`config.mk`:
```
export PLATFORM = sky130hd
export DESIGN_NAME = snn_spike_rx_flat
export DESIGN_NICKNAME = d
export VERILOG_FILES = /design/src/rtl/snn_spike_rx_pkg.sv /design/src/rtl/snn_spike_rx_if.sv /design/src/rtl/snn_spike_rx_fifo.sv /design/src/rtl/snn_spike_rx.sv /design/src/flat_wrapper.sv
export SDC_FILE = /design/constraint.sdc
export NUM_CORES = 1
export LEC_CHECK = 0
export BUFFER_PORTS_ARGS = -buffer_cell sky130_fd_sc_hd__buf_4
export CORE_MARGIN = 5
export CORE_UTILIZATION = 60
export CTS_CLUSTER_SIZE = 40
export DETAILED_ROUTE_END_ITERATION = 12
export GPL_TIMING_DRIVEN = 0
export PLACE_DENSITY = 0.8
export REMOVE_ABC_BUFFERS = 1
export SLEW_MARGIN = 20
export SYNTH_ARGS = -nofsm -noshare
export SYNTH_HDL_FRONTEND = slang
export SYNTH_SLANG_ARGS = --single-unit
```
`constraint.sdc`:
```
create_clock -name clk -period 6.7 [get_ports clk]
set_clock_uncertainty 0.2 [all_clocks]
set_input_delay 1.675 -clock clk [delete_from_list [all_inputs] [get_ports clk]]
set_output_delay 1.675 -clock clk [all_outputs]
set_load 0.05 [all_outputs]
```
`src/rtl/snn_spike_rx_pkg.sv`:
```
// Shared types for the CNN->SNN spike receiver: data widths, buffered spike word, FSM states.
package snn_spike_pkg;

   localparam int TIME_W = 32;
   localparam int ADDR_W = 9;

   // "time" is a reserved word, hence the spk_ prefix on the fields.
   typedef struct packed {
      logic signed [TIME_W-1:0] spk_time;
      logic [ADDR_W-1:0]        spk_addr;
   } spike_t;

   localparam int SPIKE_W = $bits(spike_t);

   typedef enum logic {
      RX_IDLE,
      RX_WAIT_LOW
   } rx_state_e;

endpackage

```
`src/rtl/snn_spike_rx_if.sv`:
```
// Bundle of the CNN handshake, SNN spike stream and counter signals of snn_spike_rx.
interface snn_spike_rx_if
   import snn_spike_pkg::*;
#(
   parameter int CNT_W = 16
) ();

   logic                     i_cnn_spike_valid;
   logic                     o_cnn_spike_ack;
   logic signed [TIME_W-1:0] i_cnn_spike_time;
   logic [ADDR_W-1:0]        i_cnn_spike_addr;
   logic                     i_cnn_done;
   logic                     o_spk_valid;
   logic                     i_spk_ready;
   logic signed [TIME_W-1:0] o_spk_time;
   logic [ADDR_W-1:0]        o_spk_addr;
   logic                     o_stream_done;
   logic                     i_clear;
   logic [CNT_W-1:0]         o_spike_count;

   modport slave (
      input  i_cnn_spike_valid, i_cnn_spike_time, i_cnn_spike_addr, i_cnn_done,
             i_spk_ready, i_clear,
      output o_cnn_spike_ack, o_spk_valid, o_spk_time, o_spk_addr, o_stream_done,
             o_spike_count
   );

   modport master (
      output i_cnn_spike_valid, i_cnn_spike_time, i_cnn_spike_addr, i_cnn_done,
             i_spk_ready, i_clear,
      input  o_cnn_spike_ack, o_spk_valid, o_spk_time, o_spk_addr, o_stream_done,
             o_spike_count
   );

endinterface

```
`src/rtl/snn_spike_rx_fifo.sv`:
```
// Single-clock show-ahead FIFO; head word is forced to zero while empty so outputs are clean after reset.
module spike_fifo #(
   parameter int DEPTH = 16,
   parameter int WIDTH = 41
) (
   input  logic             clk,
   input  logic             rst,
   input  logic             push_i,
   input  logic [WIDTH-1:0] din_i,
   input  logic             pop_i,
   output logic [WIDTH-1:0] dout_o,
   output logic             empty_o,
   output logic             full_o
);

   localparam int AW = $clog2(DEPTH);

   logic [AW:0]      wr_ptr_q;
   logic [AW:0]      rd_ptr_q;
   logic [WIDTH-1:0] mem_q [DEPTH];
   logic             do_push;
   logic             do_pop;

   // Extra MSB on each pointer distinguishes full from empty when the indices match.
   assign empty_o = (wr_ptr_q == rd_ptr_q);
   assign full_o  = (wr_ptr_q[AW] != rd_ptr_q[AW]) &&
                    (wr_ptr_q[AW-1:0] == rd_ptr_q[AW-1:0]);
   assign do_push = push_i && !full_o;
   assign do_pop  = pop_i && !empty_o;

   always_ff @(posedge clk or posedge rst) begin
      if (rst) begin
         wr_ptr_q <= '0;
         rd_ptr_q <= '0;
      end else begin
         if (do_push) wr_ptr_q <= wr_ptr_q + 1'b1;
         if (do_pop)  rd_ptr_q <= rd_ptr_q + 1'b1;
      end
   end

   always_ff @(posedge clk) begin
      if (do_push) mem_q[wr_ptr_q[AW-1:0]] <= din_i;
   end

   assign dout_o = empty_o ? '0 : mem_q[rd_ptr_q[AW-1:0]];

endmodule

```
`src/rtl/snn_spike_rx.sv`:
```
// SNN-side responder of the four-phase CNN spike handshake: synchronises valid/done,
// acks and buffers each spike once, and streams the buffer to the SNN core.
module snn_spike_rx
   import snn_spike_pkg::*;
#(
   parameter int FIFO_DEPTH  = 16,
   parameter int SYNC_STAGES = 2,
   parameter int CNT_W       = 16
) (
   input  logic          clk,
   input  logic          rst,
   snn_spike_rx_if.slave bus
);

   logic [SYNC_STAGES-1:0] valid_sync_q;
   logic [SYNC_STAGES-1:0] done_sync_q;
   logic                   valid_s;
   logic                   done_s;

   rx_state_e              state_q, state_d;
   logic                   ack_q, ack_d;
   logic [CNT_W-1:0]       count_q, count_d;
   logic                   stream_done_q;

   logic                   fifo_push;
   logic                   fifo_pop;
   logic                   fifo_empty;
   logic                   fifo_full;
   spike_t                 push_spk;
   spike_t                 head_spk;

   always_ff @(posedge clk or posedge rst) begin
      if (rst) begin
         valid_sync_q <= '0;
         done_sync_q  <= '0;
      end else begin
         valid_sync_q <= {valid_sync_q[SYNC_STAGES-2:0], bus.i_cnn_spike_valid};
         done_sync_q  <= {done_sync_q[SYNC_STAGES-2:0], bus.i_cnn_done};
      end
   end

   assign valid_s = valid_sync_q[SYNC_STAGES-1];
   assign done_s  = done_sync_q[SYNC_STAGES-1];

   // Data buses are only meaningful while valid_s is high; they are never synchronised.
   assign push_spk = {bus.i_cnn_spike_time, bus.i_cnn_spike_addr};

   always_comb begin
      state_d   = state_q;
      ack_d     = ack_q;
      count_d   = count_q;
      fifo_push = 1'b0;
      case (state_q)
         RX_IDLE: begin
            if (valid_s && !fifo_full) begin
               fifo_push = 1'b1;
               ack_d     = 1'b1;
               state_d   = RX_WAIT_LOW;
               if (!(&count_q)) count_d = count_q + CNT_W'(1);
            end
         end
         RX_WAIT_LOW: begin
            if (!valid_s) begin
               ack_d   = 1'b0;
               state_d = RX_IDLE;
            end
         end
         default: state_d = RX_IDLE;
      endcase
      if (bus.i_clear) count_d = '0;
   end

   always_ff @(posedge clk or posedge rst) begin
      if (rst) begin
         state_q       <= RX_IDLE;
         ack_q         <= 1'b0;
         count_q       <= '0;
         stream_done_q <= 1'b0;
      end else begin
         state_q       <= state_d;
         ack_q         <= ack_d;
         count_q       <= count_d;
         stream_done_q <= done_s && fifo_empty && (state_q == RX_IDLE) && !valid_s;
      end
   end

   assign fifo_pop = bus.i_spk_ready && !fifo_empty;

   spike_fifo #(
      .DEPTH (FIFO_DEPTH),
      .WIDTH (SPIKE_W)
   ) u_fifo (
      .clk     (clk),
      .rst     (rst),
      .push_i  (fifo_push),
      .din_i   (push_spk),
      .pop_i   (fifo_pop),
      .dout_o  (head_spk),
      .empty_o (fifo_empty),
      .full_o  (fifo_full)
   );

   assign bus.o_cnn_spike_ack = ack_q;
   assign bus.o_spk_valid     = !fifo_empty;
   assign bus.o_spk_time      = head_spk.spk_time;
   assign bus.o_spk_addr      = head_spk.spk_addr;
   assign bus.o_stream_done   = stream_done_q;
   assign bus.o_spike_count   = count_q;

endmodule

```
`src/flat_wrapper.sv`:
```
// flat-port wrapper written by rule: the top's interface ports become plain ports
module snn_spike_rx_flat import snn_spike_pkg::*;
#(
   parameter int FIFO_DEPTH  = 16,
   parameter int SYNC_STAGES = 2,
   parameter int CNT_W       = 16
)
  (clk, rst, bus_i_cnn_spike_valid, bus_i_cnn_spike_time, bus_i_cnn_spike_addr, bus_i_cnn_done, bus_i_spk_ready, bus_i_clear, bus_o_cnn_spike_ack, bus_o_spk_valid, bus_o_spk_time, bus_o_spk_addr, bus_o_stream_done, bus_o_spike_count);
  snn_spike_rx_if #(.CNT_W(CNT_W)) bus_i ();
  input  logic clk;
  input  logic rst;
  input wire logic [$bits(bus_i.i_cnn_spike_valid)-1:0] bus_i_cnn_spike_valid;
  input wire logic [$bits(bus_i.i_cnn_spike_time)-1:0] bus_i_cnn_spike_time;
  input wire logic [$bits(bus_i.i_cnn_spike_addr)-1:0] bus_i_cnn_spike_addr;
  input wire logic [$bits(bus_i.i_cnn_done)-1:0] bus_i_cnn_done;
  input wire logic [$bits(bus_i.i_spk_ready)-1:0] bus_i_spk_ready;
  input wire logic [$bits(bus_i.i_clear)-1:0] bus_i_clear;
  output wire logic [$bits(bus_i.o_cnn_spike_ack)-1:0] bus_o_cnn_spike_ack;
  output wire logic [$bits(bus_i.o_spk_valid)-1:0] bus_o_spk_valid;
  output wire logic [$bits(bus_i.o_spk_time)-1:0] bus_o_spk_time;
  output wire logic [$bits(bus_i.o_spk_addr)-1:0] bus_o_spk_addr;
  output wire logic [$bits(bus_i.o_stream_done)-1:0] bus_o_stream_done;
  output wire logic [$bits(bus_i.o_spike_count)-1:0] bus_o_spike_count;
  assign bus_i.i_cnn_spike_valid = bus_i_cnn_spike_valid;
  assign bus_i.i_cnn_spike_time = bus_i_cnn_spike_time;
  assign bus_i.i_cnn_spike_addr = bus_i_cnn_spike_addr;
  assign bus_i.i_cnn_done = bus_i_cnn_done;
  assign bus_i.i_spk_ready = bus_i_spk_ready;
  assign bus_i.i_clear = bus_i_clear;
  assign bus_o_cnn_spike_ack = bus_i.o_cnn_spike_ack;
  assign bus_o_spk_valid = bus_i.o_spk_valid;
  assign bus_o_spk_time = bus_i.o_spk_time;
  assign bus_o_spk_addr = bus_i.o_spk_addr;
  assign bus_o_stream_done = bus_i.o_stream_done;
  assign bus_o_spike_count = bus_i.o_spike_count;
  snn_spike_rx #(.FIFO_DEPTH(FIFO_DEPTH), .SYNC_STAGES(SYNC_STAGES), .CNT_W(CNT_W)) u_core (.clk(clk), .rst(rst), .bus(bus_i));
endmodule
```
## Yosys cells after proc, flatten, opt, wreduce, memory -nomap -nowiden

Memory sizes are Yosys's and may differ from the RTL's.
Index checks and enable logic that the tools add are counted.

| word-level totals | value |
|---|---|
| register bits | 33 |
| RAM bits | 656 |
| input bits | 47 |
| logic and storage cells | 49 |
| memories kept | 1 |

Memories:

| name | depth | bits a word | rd ports | clocked after memory_dff | wr ports | line | text |
|---|---|---|---|---|---|---|---|
| u_core.u_fifo.mem_q | 16 | 41 | 1 | 0 | 1 | snn_spike_rx_fifo.sv:20 | `logic [WIDTH-1:0] mem_q [DEPTH];` |

| cells by class | value |
|---|---|
| add/subtract/negate cells | 3 |
| eq/ne operators | 7 |
| mux-type cells | 14 |
| bitwise operators | 1 |
| reduce and logical (&&, ||, !) cells | 15 |

Operator list:

| operator | count |
|---|---|
| 16-bit 2-to-1 mux | 4 |
| 41-bit 2-to-1 mux | 1 |
| 16-bit by 1-bit adder with 16-bit output (second input constant) | 1 |
| 16-bit AND reduction | 1 |
| 5-bit by 1-bit adder with 5-bit output (second input constant) | 2 |
| 1-bit logical AND | 8 |
| 1-bit 2-to-1 mux | 7 |
| 2-bit != test (second input constant) | 3 |
| 5-bit == test | 1 |
| 4-bit == test | 1 |
| 1-bit case mux with 2 select lines | 2 |
| 1-bit zero test | 3 |
| 3-bit AND reduction | 1 |
| 2-bit by 1-bit != test with 1-bit output (second input constant) | 1 |
| 2-bit AND reduction | 1 |
| 2-bit nonzero test | 1 |
| 1-bit != test | 1 |
| 1-bit inverter | 1 |

## Longest topological paths before layout

| depth | value |
|---|---|
| word-level depth | 9 |
| depth in mapped cells | 8 |
| mapped depth without buffers | 6 |

## Modules after synthesis

A second synthesis with hierarchy kept.

| unflattened totals | value |
|---|---|
| cell total of the unflattened synthesis | 1197 |
| area total of the unflattened synthesis | 26481.6 sq um |

By module, submodules not included:

| module | times used | cells each | area an instance (sq um) | sequential area each (sq um) |
|---|---|---|---|---|
| spike_fifo | 1 | 1078 | 25276.7 | 19949.1 |
| snn_spike_rx | 1 | 119 | 1204.9 | 575.6 |

## Worst setup path before layout

OpenSTA, ideal clock, no wires.

| path | value |
|---|---|
| path type | flip-flop to flip-flop |
| from | register u_core.u_fifo.rd_ptr_q[2] |
| to | memory u_core.u_fifo.mem_q[3][0], enable pin |
| library setup time | 0.490 ns |
| arrival | 4.179 ns |
| slack | 1.831 ns |
| cell stages (with the launch flop) | 8 |
| path buffers | 2 |
| period minus slack after synthesis | 4.869 ns |
| path through | dfrtp_1 buf_2 xnor2_1 and4_1 a21boi_1 clkbuf_1 nand2_1 nor3_1 |

| on the way | value |
|---|---|
| longest elaborated chain between the ends | 9 |

RTL lines:

| item | line | text |
|---|---|---|
| start: declaration | snn_spike_rx_fifo.sv:19 | `logic [AW:0] rd_ptr_q;` |
| start signal: assignment | snn_spike_rx_fifo.sv:37 | `if (do_pop) rd_ptr_q <= rd_ptr_q + 1'b1;` |
| 4-bit == test (*) | snn_spike_rx_fifo.sv:27 | `(wr_ptr_q[AW-1:0] == rd_ptr_q[AW-1:0]);` |
| 1-bit logical AND (*) | snn_spike_rx_fifo.sv:26 | `assign full_o = (wr_ptr_q[AW] != rd_ptr_q[AW]) &&` |
| 1-bit zero test (*) | snn_spike_rx_fifo.sv:28, snn_spike_rx.sv:55 |  |
| 1-bit logical AND | snn_spike_rx.sv:55 | `if (valid_s && !fifo_full) begin` |
| 1-bit 2-to-1 mux | snn_spike_rx.sv:55 |  |
| 1-bit 2-to-1 mux | snn_spike_rx.sv:53 | `case (state_q)` |
| 1-bit logical AND (*) | snn_spike_rx_fifo.sv:28 | `assign do_push = push_i && !full_o;` |
| 1-bit 2-to-1 mux (*) | snn_spike_rx_fifo.sv:42 | `if (do_push) mem_q[wr_ptr_q[AW-1:0]] <= din_i;` |
| 1-bit 2-to-1 mux (implied by the code) (*) | snn_spike_rx_fifo.sv:42 |  |
| end: declaration | snn_spike_rx_fifo.sv:20 |  |

Every way passes the cells marked *; elsewhere a longest branch is shown, timed or not.

## Final worst setup path

| path | value |
|---|---|
| from | register u_core.u_fifo.rd_ptr_q[0] |
| to | output bus_o_spk_time[30] |

| on the way | value |
|---|---|
| longest elaborated chain between the ends | 2 |

RTL lines:

| item | line | text |
|---|---|---|
| memory 16 x 41 bit or 5-bit == test (tied branches) | - |  |
| 41-bit 2-to-1 mux (*) | snn_spike_rx_fifo.sv:45 | `assign dout_o = empty_o ? '0 : mem_q[rd_ptr_q[AW-1:0]];` |
| end: declaration | flat_wrapper.sv:20 | `output wire logic [$bits(bus_i.o_spk_time)-1:0] bus_o_spk_time;` |

Marked as above.

==> results.md <==
* Crit path arrival time at 3650 ps
* Port Buffer Count at 106
* Ys Warns at 0
* RePlAce Congestion at 0.752
* Most common cell on crit path: buf_12
* Gr ovfl total at 0
* Worst r2r path cells at 7
* Post-synthesis cell count at 1141
* Final hold violation count at 0
* Final instance count without filler cells at 1935
* DR pass1 iterations at 5
* Vias in the first global route at 13400
* CTS H-tree depth at 3
* Die width at 223 microns
* Max-slew headroom at 0.295
* Largest net degree at the start of global routing at 52
* CTS buffer count at 66
* Comb pwr share at 0.341
* Cts-stage hold buffer count at 0
* Critical Path Max Stage Delay at 710 ps
* Routed Antenna Nets at 0
* RSZ-0062 raised after global routing: false
* Final Max Tran Viols at 0
* Ys async rst share at 0.0479
* Seq pwr share at 0.394
* Row Count at 78
* GRT Overall Usage at 0.249
* # nets final at 1339
* CP Launch Type: register
* Worst-margin pin slew at 1050 ps
* Syn-to-layout area delta at 14.1%
* Hold endpoint: u_core.valid_sync_q[1]
* Synth Register Bits at 689
* Number of synthesized flops with an enable pin at 656
* Net Switching at 4.37 mW
* Most common cell after layout, fill and taps aside: edfxtp_1
* Worst r2r dst: u_core.u_fifo.mem_q[3][27]
* First-pass GRT wire length at 90300 microns
* Max cap viols at 0
* Most frequent cells in the layout: 656 x edfxtp_1, 112 x buf_4, 111 x mux4_2, 94 x mux4_1, 67 x clkbuf_16
* Tcrit/Tclk final at 0.825
* Final setup fails at 0
* Total Wirelength at 61600 microns
* Internal cell power at 8.97 mW
* Initial Util at 0.603
* Post_cts resized at 0
* Clock sinks at 689
* Placed cell count at 1818
* Register area share after synthesis at 0.755
* Synth Area per Inst at 23.8 sq um
* Clock-pin slew on the worst setup and hold paths at 60 ps
* Die area at 0.0497 sq mm
* Min-Delay Path Depth at 0
* Startpoint of the worst register-to-register path: u_core.u_fifo.rd_ptr_q[1]
* Max Buffers Root-to-Sink at 3
* Hold Crit Start: u_core.valid_sync_q[0]
* PwrDens at 430 mW/mm^2
* Ys flop type: edfxtp_1
* Worst hold-check path type: reg -> reg
* Fmax achieved at 181 MHz
* Layout cells sized above 1 at 0.275
* Leak at 10.3 nW
* VDD IR max at 0.000388 V
* R2R setup slack at 2560 ps
* Finished Cell Area at 0.0310 sq mm
* Vias per inst at 6.68
* CTS tree: yes
* Fin crit period at 5530 ps
* DRC violations left at 0
* Synth Cell Area at 0.0272 sq mm
* WL/cell at 31.8 microns
* CP Max Fanout at 28
* Die Y at 223 microns
* CP endpoint kind: output pin
* Core ar. at 0.0451 sq mm
* Placed Instance Area at 0.0290 sq mm
* Via count at 12900
* DP Wirelength at 31700 microns
* Clock power frac at 0.264
* IO Count at 107
* Worst setup path class: reg -> out
* Clock Latency Late Sink at 580 ps
* Yosys cell types at 41
* Req. time, crit path at 4830 ps
* Crit-path slowest cell: dfrtp_4
* Clk root buf: clkbuf_16
* Status: finished clean
* Sequence of cells on the critical path: buf_12 > buf_12 > buf_12 > mux4_1 > mux4_2 > and2_1 > buf_4
* Switch share at 0.328
* # Post-CTS Setup Buffers at 0
* DR iter-0 viols at 1826
* Initial antenna violation count at 3
## cell type report
class / instances / area, sq um
Antenna cell: 2 / 5.00
Clock buffer: 82 / 1740
Clock inverter: 33 / 262
Fill cell: 2602 / 14100
Inverter: 6 / 22.5
Multi-Input combinational cell: 385 / 6250
Sequential cell: 689 / 20500
Tap cell: 600 / 751
Timing Repair Buffer: 138 / 1450
## routing by layer
| metal | up-vias | share of wire | GRT usage |
|---|---|---|---|
| met3 | 102 | 0.077 | 0.0513 |
| met4 | 2 | 0.019 | 0.0567 |
| met2 | 725 | 0.54 | 0.438 |
| met1 | 6852 | 0.36 | 0.329 |
| met5 | - | 0.00021 | 0 |
| li1 | 5238 | - | - |
## per-stage QoR
stage                     utilization  setup TNS (ps)  power, mW  hold WS (ps)  setup slack, ps
after floorplan                     -        -1222660       8.66           131            -3520
after global placement          0.627        -4258980       9.96           138           -10160
after detailed placement        0.644               0       9.87           142             1760
after CTS                       0.688               0       13.4           155             1150
after global routing            0.688               0       13.8           169             1020
final                           0.688               0       13.3           156             1170
## worst max-delay path, delay by kind of cell (launching register included)
family	cells	cell delay, ps
buffers and inverters	4	1010
flip-flops	1	710
multiplexers	2	1090
AND/OR/NAND/NOR	1	230
## sequential cells by signal (all words and copies together) (netlist names)
name	count
u_core.state_q	1
u_core.valid_sync_q	2
u_core.bus.o_stream_done	1
u_core.u_fifo.wr_ptr_q	5
u_core.u_fifo.rd_ptr_q	5
u_core.u_fifo.mem_q	656
u_core.done_sync_q	2
u_core.bus.o_spike_count	16
u_core.bus.o_cnn_spike_ack	1
## how the worst max path moves through the flow
stage / start / endpoint
after floorplan: u_core.u_fifo.rd_ptr_q[0] / u_core.u_fifo.mem_q[3][0]
after global placement: u_core.u_fifo.rd_ptr_q[0] / u_core.u_fifo.mem_q[3][12]
after detailed placement: u_core.u_fifo.rd_ptr_q[0] / bus_o_spk_time[21]
after CTS: u_core.u_fifo.rd_ptr_q[0] / bus_o_spk_time[30]
after global routing: u_core.u_fifo.rd_ptr_q[0] / bus_o_spk_time[30]
final: u_core.u_fifo.rd_ptr_q[0] / bus_o_spk_time[30]
## power by group through the flow
stage                     combinational [mW]  clock (mW)  sequential, mW
after floorplan                         3.14           0            5.52
after global placement                  4.19           0            5.78
after detailed placement                4.53           0            5.34
after CTS                               4.60        3.57            5.26
after global routing                    4.76        3.77            5.28
final                                   4.56        3.52            5.26
## cell families after synthesis
| kind of cell | after synthesis | synth area share |
|---|---|---|
| buffers and inverters | 67 | 0.0182 |
| AOI/OAI and AO/OA | 28 | 0.00649 |
| muxes | 210 | 0.185 |
| adders and majority gates | 6 | 0.00276 |
| xor gates and xnor gates | 14 | 0.00451 |
| DFF | 689 | 0.755 |
| and+or+nand+nor | 127 | 0.0281 |
## cells in the mapped netlist (2+ instances only)
cell | n | area [sq um]
edfxtp_1 | 656 | 19700
mux4_2 | 111 | 2500
mux4_1 | 94 | 2470
and2_1 | 43 | 269
dfrtp_1 | 33 | 826
clkbuf_1 | 29 | 109
and3_1 | 17 | 106
buf_12 | 12 | 240
a21oi_1 | 11 | 55.1
nand2_1 | 11 | 41.3
or4_1 | 10 | 75.1
nor2_1 | 9 | 33.8
o31ai_1 | 9 | 67.6
buf_2 | 8 | 40.0
xnor2_1 | 8 | 70.1
nand4_1 | 7 | 43.8
buf_1 | 6 | 22.5
ha_1 | 6 | 75.1
inv_1 | 6 | 22.5
nand3_1 | 6 | 30.0
nor2b_1 | 6 | 37.5
xor2_1 | 6 | 52.6
buf_6 | 5 | 56.3
and4_1 | 4 | 35.0
mux2_2 | 4 | 45.0
nor3_1 | 4 | 20.0
nor4_1 | 3 | 18.8
nand2b_1 | 2 | 12.5
nor4b_1 | 2 | 17.5
o21ai_1 | 2 | 10.0
Note: power is estimated with default switching activity, not from simulation.
